$ cat src/rtl/pipe_ctrl_pkg.sv
// Shared types and constants for the pipeline stall/flush sequencer and pipeline registers.
package pipe_ctrl_pkg;

  localparam int unsigned XLEN_DEF   = 64;
  localparam int unsigned REG_AW_DEF = 5;

  // addi x0, x0, 0 -- loaded into a pipeline register when it is flushed
  localparam logic [31:0] NOP_INSN = 32'h0000_0013;

  typedef enum logic [1:0] {
    ST_RUN        = 2'd0,
    ST_REDIR_WAIT = 2'd1,
    ST_DSTALL     = 2'd2
  } pipe_ctrl_state_t;

  typedef struct packed {
    logic pc_en;
    logic if_id_en;
    logic id_ex_en;
    logic ex_mem_en;
    logic mem_wb_en;
    logic if_id_flush;
    logic id_ex_flush;
    logic ex_mem_flush;
    logic mem_wb_flush;
    logic pc_redirect;
  } pipe_ctrl_t;

  localparam pipe_ctrl_t CTRL_RUN = '{
    pc_en: 1'b1, if_id_en: 1'b1, id_ex_en: 1'b1, ex_mem_en: 1'b1, mem_wb_en: 1'b1,
    default: 1'b0
  };

  localparam pipe_ctrl_t CTRL_RESET = '{
    if_id_flush: 1'b1, id_ex_flush: 1'b1, ex_mem_flush: 1'b1, mem_wb_flush: 1'b1,
    default: 1'b0
  };

endpackage

$ cat src/rtl/pipe_perf_counters.sv
// Saturating 32-bit stall/flush/load-use event counters.
// Only built when PIPE_HAZARD_CTRL_PERF_EN is defined.
`ifdef PIPE_HAZARD_CTRL_PERF_EN
module pipe_perf_counters (
  input  logic        clk,
  input  logic        rst_n,
  input  logic        inc_stall_i,
  input  logic        inc_flush_i,
  input  logic        inc_loaduse_i,
  output logic [31:0] stall_cnt_o,
  output logic [31:0] flush_cnt_o,
  output logic [31:0] loaduse_cnt_o
);

  logic [2:0]       inc;
  logic [2:0][31:0] cnt_q, cnt_d;

  assign inc = {inc_loaduse_i, inc_flush_i, inc_stall_i};

  always_comb begin
    cnt_d = cnt_q;
    for (int unsigned i = 0; i < 3; i++) begin
      if (inc[i] && (cnt_q[i] != '1)) cnt_d[i] = cnt_q[i] + 32'd1;
    end
  end

  always_ff @(posedge clk or negedge rst_n) begin
    if (!rst_n) cnt_q <= '0;
    else        cnt_q <= cnt_d;
  end

  assign stall_cnt_o   = cnt_q[0];
  assign flush_cnt_o   = cnt_q[1];
  assign loaduse_cnt_o = cnt_q[2];

endmodule
`endif

$ cat src/rtl/pipe_hazard_ctrl.sv
// Stall/flush sequencer for the five-stage pipeline; defers redirects behind outstanding fetches.
// Define PIPE_HAZARD_CTRL_PERF_EN to build the performance counters (otherwise tied to 0).
module pipe_hazard_ctrl
  import pipe_ctrl_pkg::*;
#(
  parameter int unsigned XLEN   = XLEN_DEF,
  parameter int unsigned REG_AW = REG_AW_DEF
) (
  input  logic              clk,
  input  logic              reset,
  input  logic [REG_AW-1:0] id_rs1,
  input  logic [REG_AW-1:0] id_rs2,
  input  logic              id_uses_rs1,
  input  logic              id_uses_rs2,
  input  logic [REG_AW-1:0] ex_rd,
  input  logic              ex_mem_read,
  input  logic              ex_redirect,
  input  logic [XLEN-1:0]   ex_redirect_target,
  input  logic              imem_busy,
  input  logic              dmem_busy,
  output logic              pc_en,
  output logic              if_id_en,
  output logic              id_ex_en,
  output logic              ex_mem_en,
  output logic              mem_wb_en,
  output logic              if_id_flush,
  output logic              id_ex_flush,
  output logic              ex_mem_flush,
  output logic              mem_wb_flush,
  output logic              pc_redirect,
  output logic [XLEN-1:0]   pc_redirect_target,
  output logic [1:0]        ctrl_state,
  output logic [31:0]       perf_stall_cycles,
  output logic [31:0]       perf_flush_count,
  output logic [31:0]       perf_loaduse_count
);

  pipe_ctrl_state_t state_q, state_d;
  logic [XLEN-1:0]  held_q, held_d;
  logic [XLEN-1:0]  tgt_c;
  pipe_ctrl_t       ctl_c, ctl;
  logic             load_use;

  assign load_use = ex_mem_read && (ex_rd != '0) &&
                    ((id_uses_rs1 && (id_rs1 == ex_rd)) || (id_uses_rs2 && (id_rs2 == ex_rd)));

  always_comb begin
    ctl_c   = CTRL_RUN;
    tgt_c   = '0;
    state_d = state_q;
    held_d  = held_q;
    if (dmem_busy) begin
      ctl_c.pc_en        = 1'b0;
      ctl_c.if_id_en     = 1'b0;
      ctl_c.id_ex_en     = 1'b0;
      ctl_c.ex_mem_en    = 1'b0;
      ctl_c.mem_wb_flush = 1'b1;
      if (state_q == ST_RUN) state_d = ST_DSTALL;
    end else if (state_q == ST_REDIR_WAIT) begin
      // EX holds a bubble here, so ex_redirect is deliberately not consulted
      ctl_c.if_id_flush = 1'b1;
      if (imem_busy) begin
        ctl_c.pc_en = 1'b0;
      end else begin
        ctl_c.pc_redirect = 1'b1;
        tgt_c             = held_q;
        state_d           = ST_RUN;
      end
    end else begin
      state_d = ST_RUN;
      if (ex_redirect) begin
        ctl_c.if_id_flush = 1'b1;
        ctl_c.id_ex_flush = 1'b1;
        if (imem_busy) begin
          ctl_c.pc_en = 1'b0;
          held_d      = ex_redirect_target;
          state_d     = ST_REDIR_WAIT;
        end else begin
          ctl_c.pc_redirect = 1'b1;
          tgt_c             = ex_redirect_target;
        end
      end else if (load_use) begin
        ctl_c.pc_en       = 1'b0;
        ctl_c.if_id_en    = 1'b0;
        ctl_c.id_ex_flush = 1'b1;
      end else if (imem_busy) begin
        ctl_c.pc_en       = 1'b0;
        ctl_c.if_id_flush = 1'b1;
      end
    end
  end

  always_ff @(posedge clk or negedge reset) begin
    if (!reset) begin
      state_q <= ST_RUN;
      held_q  <= '0;
    end else begin
      state_q <= state_d;
      held_q  <= held_d;
    end
  end

  assign ctl = reset ? ctl_c : CTRL_RESET;

  assign pc_en              = ctl.pc_en;
  assign if_id_en           = ctl.if_id_en;
  assign id_ex_en           = ctl.id_ex_en;
  assign ex_mem_en          = ctl.ex_mem_en;
  assign mem_wb_en          = ctl.mem_wb_en;
  assign if_id_flush        = ctl.if_id_flush;
  assign id_ex_flush        = ctl.id_ex_flush;
  assign ex_mem_flush       = ctl.ex_mem_flush;
  assign mem_wb_flush       = ctl.mem_wb_flush;
  assign pc_redirect        = ctl.pc_redirect;
  assign pc_redirect_target = reset ? tgt_c : '0;
  assign ctrl_state         = state_q;

`ifdef PIPE_HAZARD_CTRL_PERF_EN
  logic inc_flush, inc_loaduse;

  // Events are taken from the pre-reset control terms; the counters are held in reset anyway.
  assign inc_flush   = !dmem_busy && ((state_q == ST_REDIR_WAIT) ? !imem_busy : ex_redirect);
  assign inc_loaduse = !dmem_busy && (state_q != ST_REDIR_WAIT) && !ex_redirect && load_use;

  pipe_perf_counters u_perf (
    .clk          (clk),
    .rst_n        (reset),
    .inc_stall_i  (!ctl_c.pc_en),
    .inc_flush_i  (inc_flush),
    .inc_loaduse_i(inc_loaduse),
    .stall_cnt_o  (perf_stall_cycles),
    .flush_cnt_o  (perf_flush_count),
    .loaduse_cnt_o(perf_loaduse_count)
  );
`else
  assign perf_stall_cycles  = '0;
  assign perf_flush_count   = '0;
  assign perf_loaduse_count = '0;
`endif

endmodule

$ cat config.mk
export PLATFORM = sky130hd
export DESIGN_NAME = pipe_hazard_ctrl
export DESIGN_NICKNAME = d
export VERILOG_FILES = /design/src/rtl/pipe_ctrl_pkg.sv /design/src/rtl/pipe_perf_counters.sv /design/src/rtl/pipe_hazard_ctrl.sv
export SDC_FILE = /design/constraint.sdc
export NUM_CORES = 1
export LEC_CHECK = 0
export BUFFER_PORTS_ARGS = -buffer_cell sky130_fd_sc_hd__clkbuf_2
export CORE_MARGIN = 4
export CORE_UTILIZATION = 41
export CTS_CLUSTER_DIAMETER = 60
export DETAILED_ROUTE_END_ITERATION = 6
export GPL_TIMING_DRIVEN = 0
export PLACE_DENSITY = 0.79
export RECOVER_POWER = 100
export SLEW_MARGIN = 20
export SYNTH_ARGS = -nofsm -noshare
export SYNTH_HDL_FRONTEND = slang
export SYNTH_SLANG_ARGS = --single-unit
$ cat constraint.sdc
create_clock -name clk -period 3 [get_ports clk]
set_clock_uncertainty 0.2 [all_clocks]
set_input_delay 0.9 -clock clk [delete_from_list [all_inputs] [get_ports clk]]
set_output_delay 0.9 -clock clk [all_outputs]
set_load 0.02 [all_outputs]
=== After elaboration in Yosys (flattened, before gate mapping) ===
Index checks and enable logic that the tools add are counted.

* Register bits after elaboration: 66
* Logic and storage cells: 51
* Output and inout port bits: 172

* Muxes and demuxes: 33
* Bitwise gates (word level): 2
* Equality and inequality tests: 5
* Reductions and logical operators: 9

{| class="wikitable"
|+ Operator list
! operator !! count
|-
| $mux 64 || 6
|-
| $mux 1 || 18
|-
| $mux 2 || 8
|-
| $eq 5x5->1 || 2
|-
| $mux 10 || 1
|-
| $reduce_bool 5->1 || 1
|-
| $logic_and 1x1->1 || 4
|-
| $reduce_and 4->1 || 1
|-
| $ne 3x3->1 const B || 1
|-
| $eq 2x1->1 const B || 1
|-
| $logic_not 2->1 || 1
|-
| $ne 2x1->1 const B || 1
|-
| $not 1->1 || 2
|-
| $reduce_and 2->1 || 1
|-
| $logic_or 1x1->1 || 1
|}

=== Depth between registers and ports, before layout ===
* Depth in word-level cells: 9
* Depth in mapped cells: 7

=== Worst setup path after synthesis ===
No wires, ideal clock.

* Path kind: input -> output
* From: input dmem_busy
* To: output pc_redirect_target[13]
* Buffers on the path: 1
* Path slack: -0.275 ns
* Stages: 5
* Data arrival time: 2.175 ns
* Path through: nand2b_1 inv_1 nand2_1 clkbuf_1 nor2_1

* Longest elaborated chain between the ends: 2

{| class="wikitable"
|+ Ends and longest elaborated chain
! element !! RTL line !! RTL
|-
| start: declaration || pipe_hazard_ctrl.sv:20 || <nowiki>input logic dmem_busy,</nowiki>
|-
| $mux 64 || pipe_hazard_ctrl.sv:52 || <nowiki>if (dmem_busy) begin</nowiki>
|-
| $mux 64 || pipe_hazard_ctrl.sv:115 || <nowiki>assign pc_redirect_target = reset ? tgt_c : '0;</nowiki>
|-
| end: declaration || pipe_hazard_ctrl.sv:31 || <nowiki>output logic [XLEN-1:0] pc_redirect_target,</nowiki>
|}

Every way passes these cells.

=== Worst setup path after layout ===
* From: input ex_rd[1]
* To: output pc_en

* Longest elaborated chain between the ends: 9

{| class="wikitable"
|+ Ends and longest elaborated chain
! element !! RTL line !! RTL
|-
| start: declaration || pipe_hazard_ctrl.sv:15 || <nowiki>input logic [REG_AW-1:0] ex_rd,</nowiki>
|-
| $eq 5x5->1 || pipe_hazard_ctrl.sv:45 || <nowiki>((id_uses_rs1 && (id_rs1 == ex_rd)) || (id_uses_rs2 && (id_rs2 == ex_rd)));</nowiki>
|-
| $logic_and 1x1->1 || pipe_hazard_ctrl.sv:45 ||
|-
| $logic_or 1x1->1 || pipe_hazard_ctrl.sv:45 ||
|-
| $logic_and 1x1->1 (*) || pipe_hazard_ctrl.sv:44 || <nowiki>assign load_use = ex_mem_read && (ex_rd != '0) &&</nowiki>
|-
| $mux 1 (*) || pipe_hazard_ctrl.sv:82 || <nowiki>end else if (load_use) begin</nowiki>
|-
| $mux 1 (*) || pipe_hazard_ctrl.sv:71 || <nowiki>if (ex_redirect) begin</nowiki>
|-
| $mux 1 (*) || pipe_hazard_ctrl.sv:59 || <nowiki>end else if (state_q == ST_REDIR_WAIT) begin</nowiki>
|-
| $mux 2 (*) || pipe_hazard_ctrl.sv:52 ||
|-
| $mux 10 (*) || pipe_hazard_ctrl.sv:103 || <nowiki>assign ctl = reset ? ctl_c : CTRL_RESET;</nowiki>
|-
| end: declaration || pipe_hazard_ctrl.sv:21 || <nowiki>output logic pc_en,</nowiki>
|}

Every way passes the cells marked *; elsewhere a longest branch is shown, timed or not.

==> key figures <==
Outcome
  • Outcome: complete, but fails checks
  • Failing checks: negative setup slack

Routing
  • Vias: 4590
  • Post-DRT Antenna Nets: 0
  • Post-DR vias/cell: 4.92
  • Post-DR wirelength/cell: between 15 and 20 um
  • Iter 0 DRT Violations: 200
  • Drt total wl: about 18000 um
  • First-pass DRT Iterations: 4
  • Drt drc: 0

Synth
  • #FFs+latches synth: 66
  • Synth area leaders: dfrtp_1, buf_4, mux2_2
  • Seq/Total Area, Yosys: 0.358
  • Syn avg cell area: 9.29 um2
  • Post-synthesis instance total: roughly 500
  • Post-Syn Area: 4620 um2
  • Post-synth cell types: 32
  • Post-synth top area cell: dfrtp_1
  • Top cell type's share of synthesized area: 0.358
  • Yosys Warn Count: 0

Layout
  • Final nets: 875
  • Post-route cell area: roughly 8500 um2
  • Layout cells sized above 1: 0.670
  • Antenna cells: 0
  • Synthesis-to-finish area growth: 83.6%
  • Utilization after layout: 0.775
  • Fillcell total: between 600 and 700

GRT
  • Vias in the first global route: 4918
  • Tot GR Track Use: 0.246
  • First-pass GRT wire length: approximately 25000 um
  • Largest net degree at the start of global routing: 21
  • Total global routing overflow: 0
  • Initial antenna violation count: 0

Setup path
  • CP endpoint kind: output port
  • Setup CP Type: in -> out
  • Worst endpoint data arrival time: roughly 2300 ps
  • Startpoint class of the critical path: input port
  • Largest fanout on the critical path: 3
  • Critical Path RT: 1900 ps

Power and ir drop
  • Pwr Density: around 460 nW/um2
  • Maximum vdd ir drop: 0.426 mV
  • Total chip power: between 3 and 4 mW
  • Leak Pwr: about 3.8 nW

Timing
  • Final Critical Period: between 3000 and 4000 ps
  • Final setup margin: -393 ps
  • Fin. Hold Viols: 0
  • Final period util: 1.13
  • Max-slew headroom: 0.321
  • RSZ-0062 raised after global routing: true
  • Setup violations, final: 67
  • Max-slew violation count: 0
  • FMAX: 0.295 GHz
  • Slew @ Worst Pin: between 1000 and 1500 ps
  • Hold_ws: just under 300 ps

Clocking
  • Clock Latency Late Sink: about 330 ps
  • CTS Hold Bufs: 0
  • Clk slew on worst S/H paths: ~60 ps
  • Sink Count: 66
  • Clock buffer depth: 2
  • H-tree depth: 3
  • CTS Buf Count: 9
  • CTS root buf: clkbuf_16
  • CTS tree: built

Floorplanning
  • I/O pins: about 260
  • Core Footprint: around 11000 um2
  • Die ar.: ~13000 um2
  • FP Rows: 38
  • Die width: 114 um
  • Die Y-Extent: ~110 um
  • Starting Density: 0.422

Place
  • PortBufs: 161
  • Post-detail-place hpwl: 10500 um
  • Gpl congestion: 0.894
  • Area after DPL: roughly 6500 um2

Flow run
  • Max_cap viols: 0

Worst hold path
  • Worst hold path class: reg -> reg
repair_timing:
action	in CTS	in global routing
pin swaps	65	23
buffers inserted	13	1
setup endpoints to repair	74	69
cloned	11	1
resized for setup	239	144
report_power, final:
group          total, mW  leakage, nW  internal, mW  switching, mW
registers           1.23        0.784          1.12          0.116
logic               1.42         2.90         0.705          0.714
clock network       1.21        0.166         0.807          0.401
flip-flops by register name, summed over array words and instances (netlist names):
register / count
ctrl_state: 2
held_q: 64
stage by stage:
step,setup slack (ps),std cells,TNS [ps]
3_3_place_gp,-1690,893,-116840
2_1_floorplan,-182,592,-623
6_report,-393,933,-9750
5_1_grt,-415,933,-13860
3_5_place_dp,-844,894,-54040
4_1_cts,-383,933,-3780
synthesized netlist by cell type:
cell and instances:
a211oi_1 1, a211oi_2 1, a21oi_1 65, a22o_1 1
a311o_2 1, a31oi_1 1, and2_1 1, and2b_2 1
and3_1 1, and3_4 1, buf_1 5, buf_2 5
buf_4 99, buf_6 6, clkbuf_1 19, conb_1 1
dfrtp_1 66, inv_1 3, mux2_2 64, nand2_1 5
nand2b_1 2, nand3_1 1, nand4_1 2, nor2_1 64
nor3_1 2, nor3b_1 63, o21a_1 1, o21ai_0 2
o22ai_1 1, o41ai_1 1, or4_1 1, xnor2_1 10
cells in the final DEF (no fill, tap or decap), drive strengths merged, types with 2 or more instances in the layout:
master | synthesis | final
a211oi | 2 | 2
a21oi | 65 | 65
and3 | 2 | 2
buf | 115 | 187
bufinv | 0 | 3
clkbuf | 19 | 139
clkinv | 0 | 3
conb | 1 | 96
dfrtp | 66 | 66
inv | 3 | 3
mux2 | 64 | 64
nand2 | 5 | 7
nand2b | 2 | 2
nand4 | 2 | 2
nor2 | 64 | 64
nor3 | 2 | 2
nor3b | 63 | 63
o21ai | 2 | 2
xnor2 | 10 | 10
final cells by class:
class,count,area [um2],area share
clock inverter,6,105,0.0124
timing repair buffer,184,1820,0.214
tap,140,175,0.0207
multi-input combinational,391,3340,0.394
inverter,3,21.3,0.00251
sequential,66,1650,0.195
buffer,133,1140,0.135
clock buffer,10,229,0.0270
routing by layer:
layer  part of all wire  GRT usage  vias to the layer above
li1                   -          -                     2098
met1               0.36      0.272                     2241
met2               0.54      0.445                      210
met3              0.068     0.0634                       41
met4              0.028      0.101                        0
met5                  0          0                        -
cells by family (layout without fill, tap and decap cells):
logic type      after synthesis  in the layout  share of synthesized area
buf+inv                     137            336                      0.203
flops                        66             66                      0.358
other cells                   1             96                   0.000812
simple gates                144            146                      0.176
compound gates               75             75                     0.0875
mux                          64             64                      0.156
xor+xnor                     10             10                     0.0190
worst max-delay path: stages:
cell	delay [ps]
buf_8	100
or4_4	520
o21a_1	220
and3_4	180
a211oi_4	190
clkbuf_8	180
worst paths after layout:
| path | startpoint | end | slack, ps | cells past startpoint |
|---|---|---|---|---|
| hold reg to reg | held_q[52] | held_q[52] | 300 | 1 |
| hold / removal | held_q[52] | held_q[52] | 300 | 1 |
| max in group asynchronous | reset | held_q[19] | 360 | 3 |
| min in group asynchronous | reset | held_q[31] | 480 | 1 |
| setup reg to reg | ctrl_state[0] | held_q[26] | 260 | 6 |
| setup / recovery | ex_rd[1] | pc_en | -390 | 6 |
No activity file was read; power rests on OpenSTA's default activity.
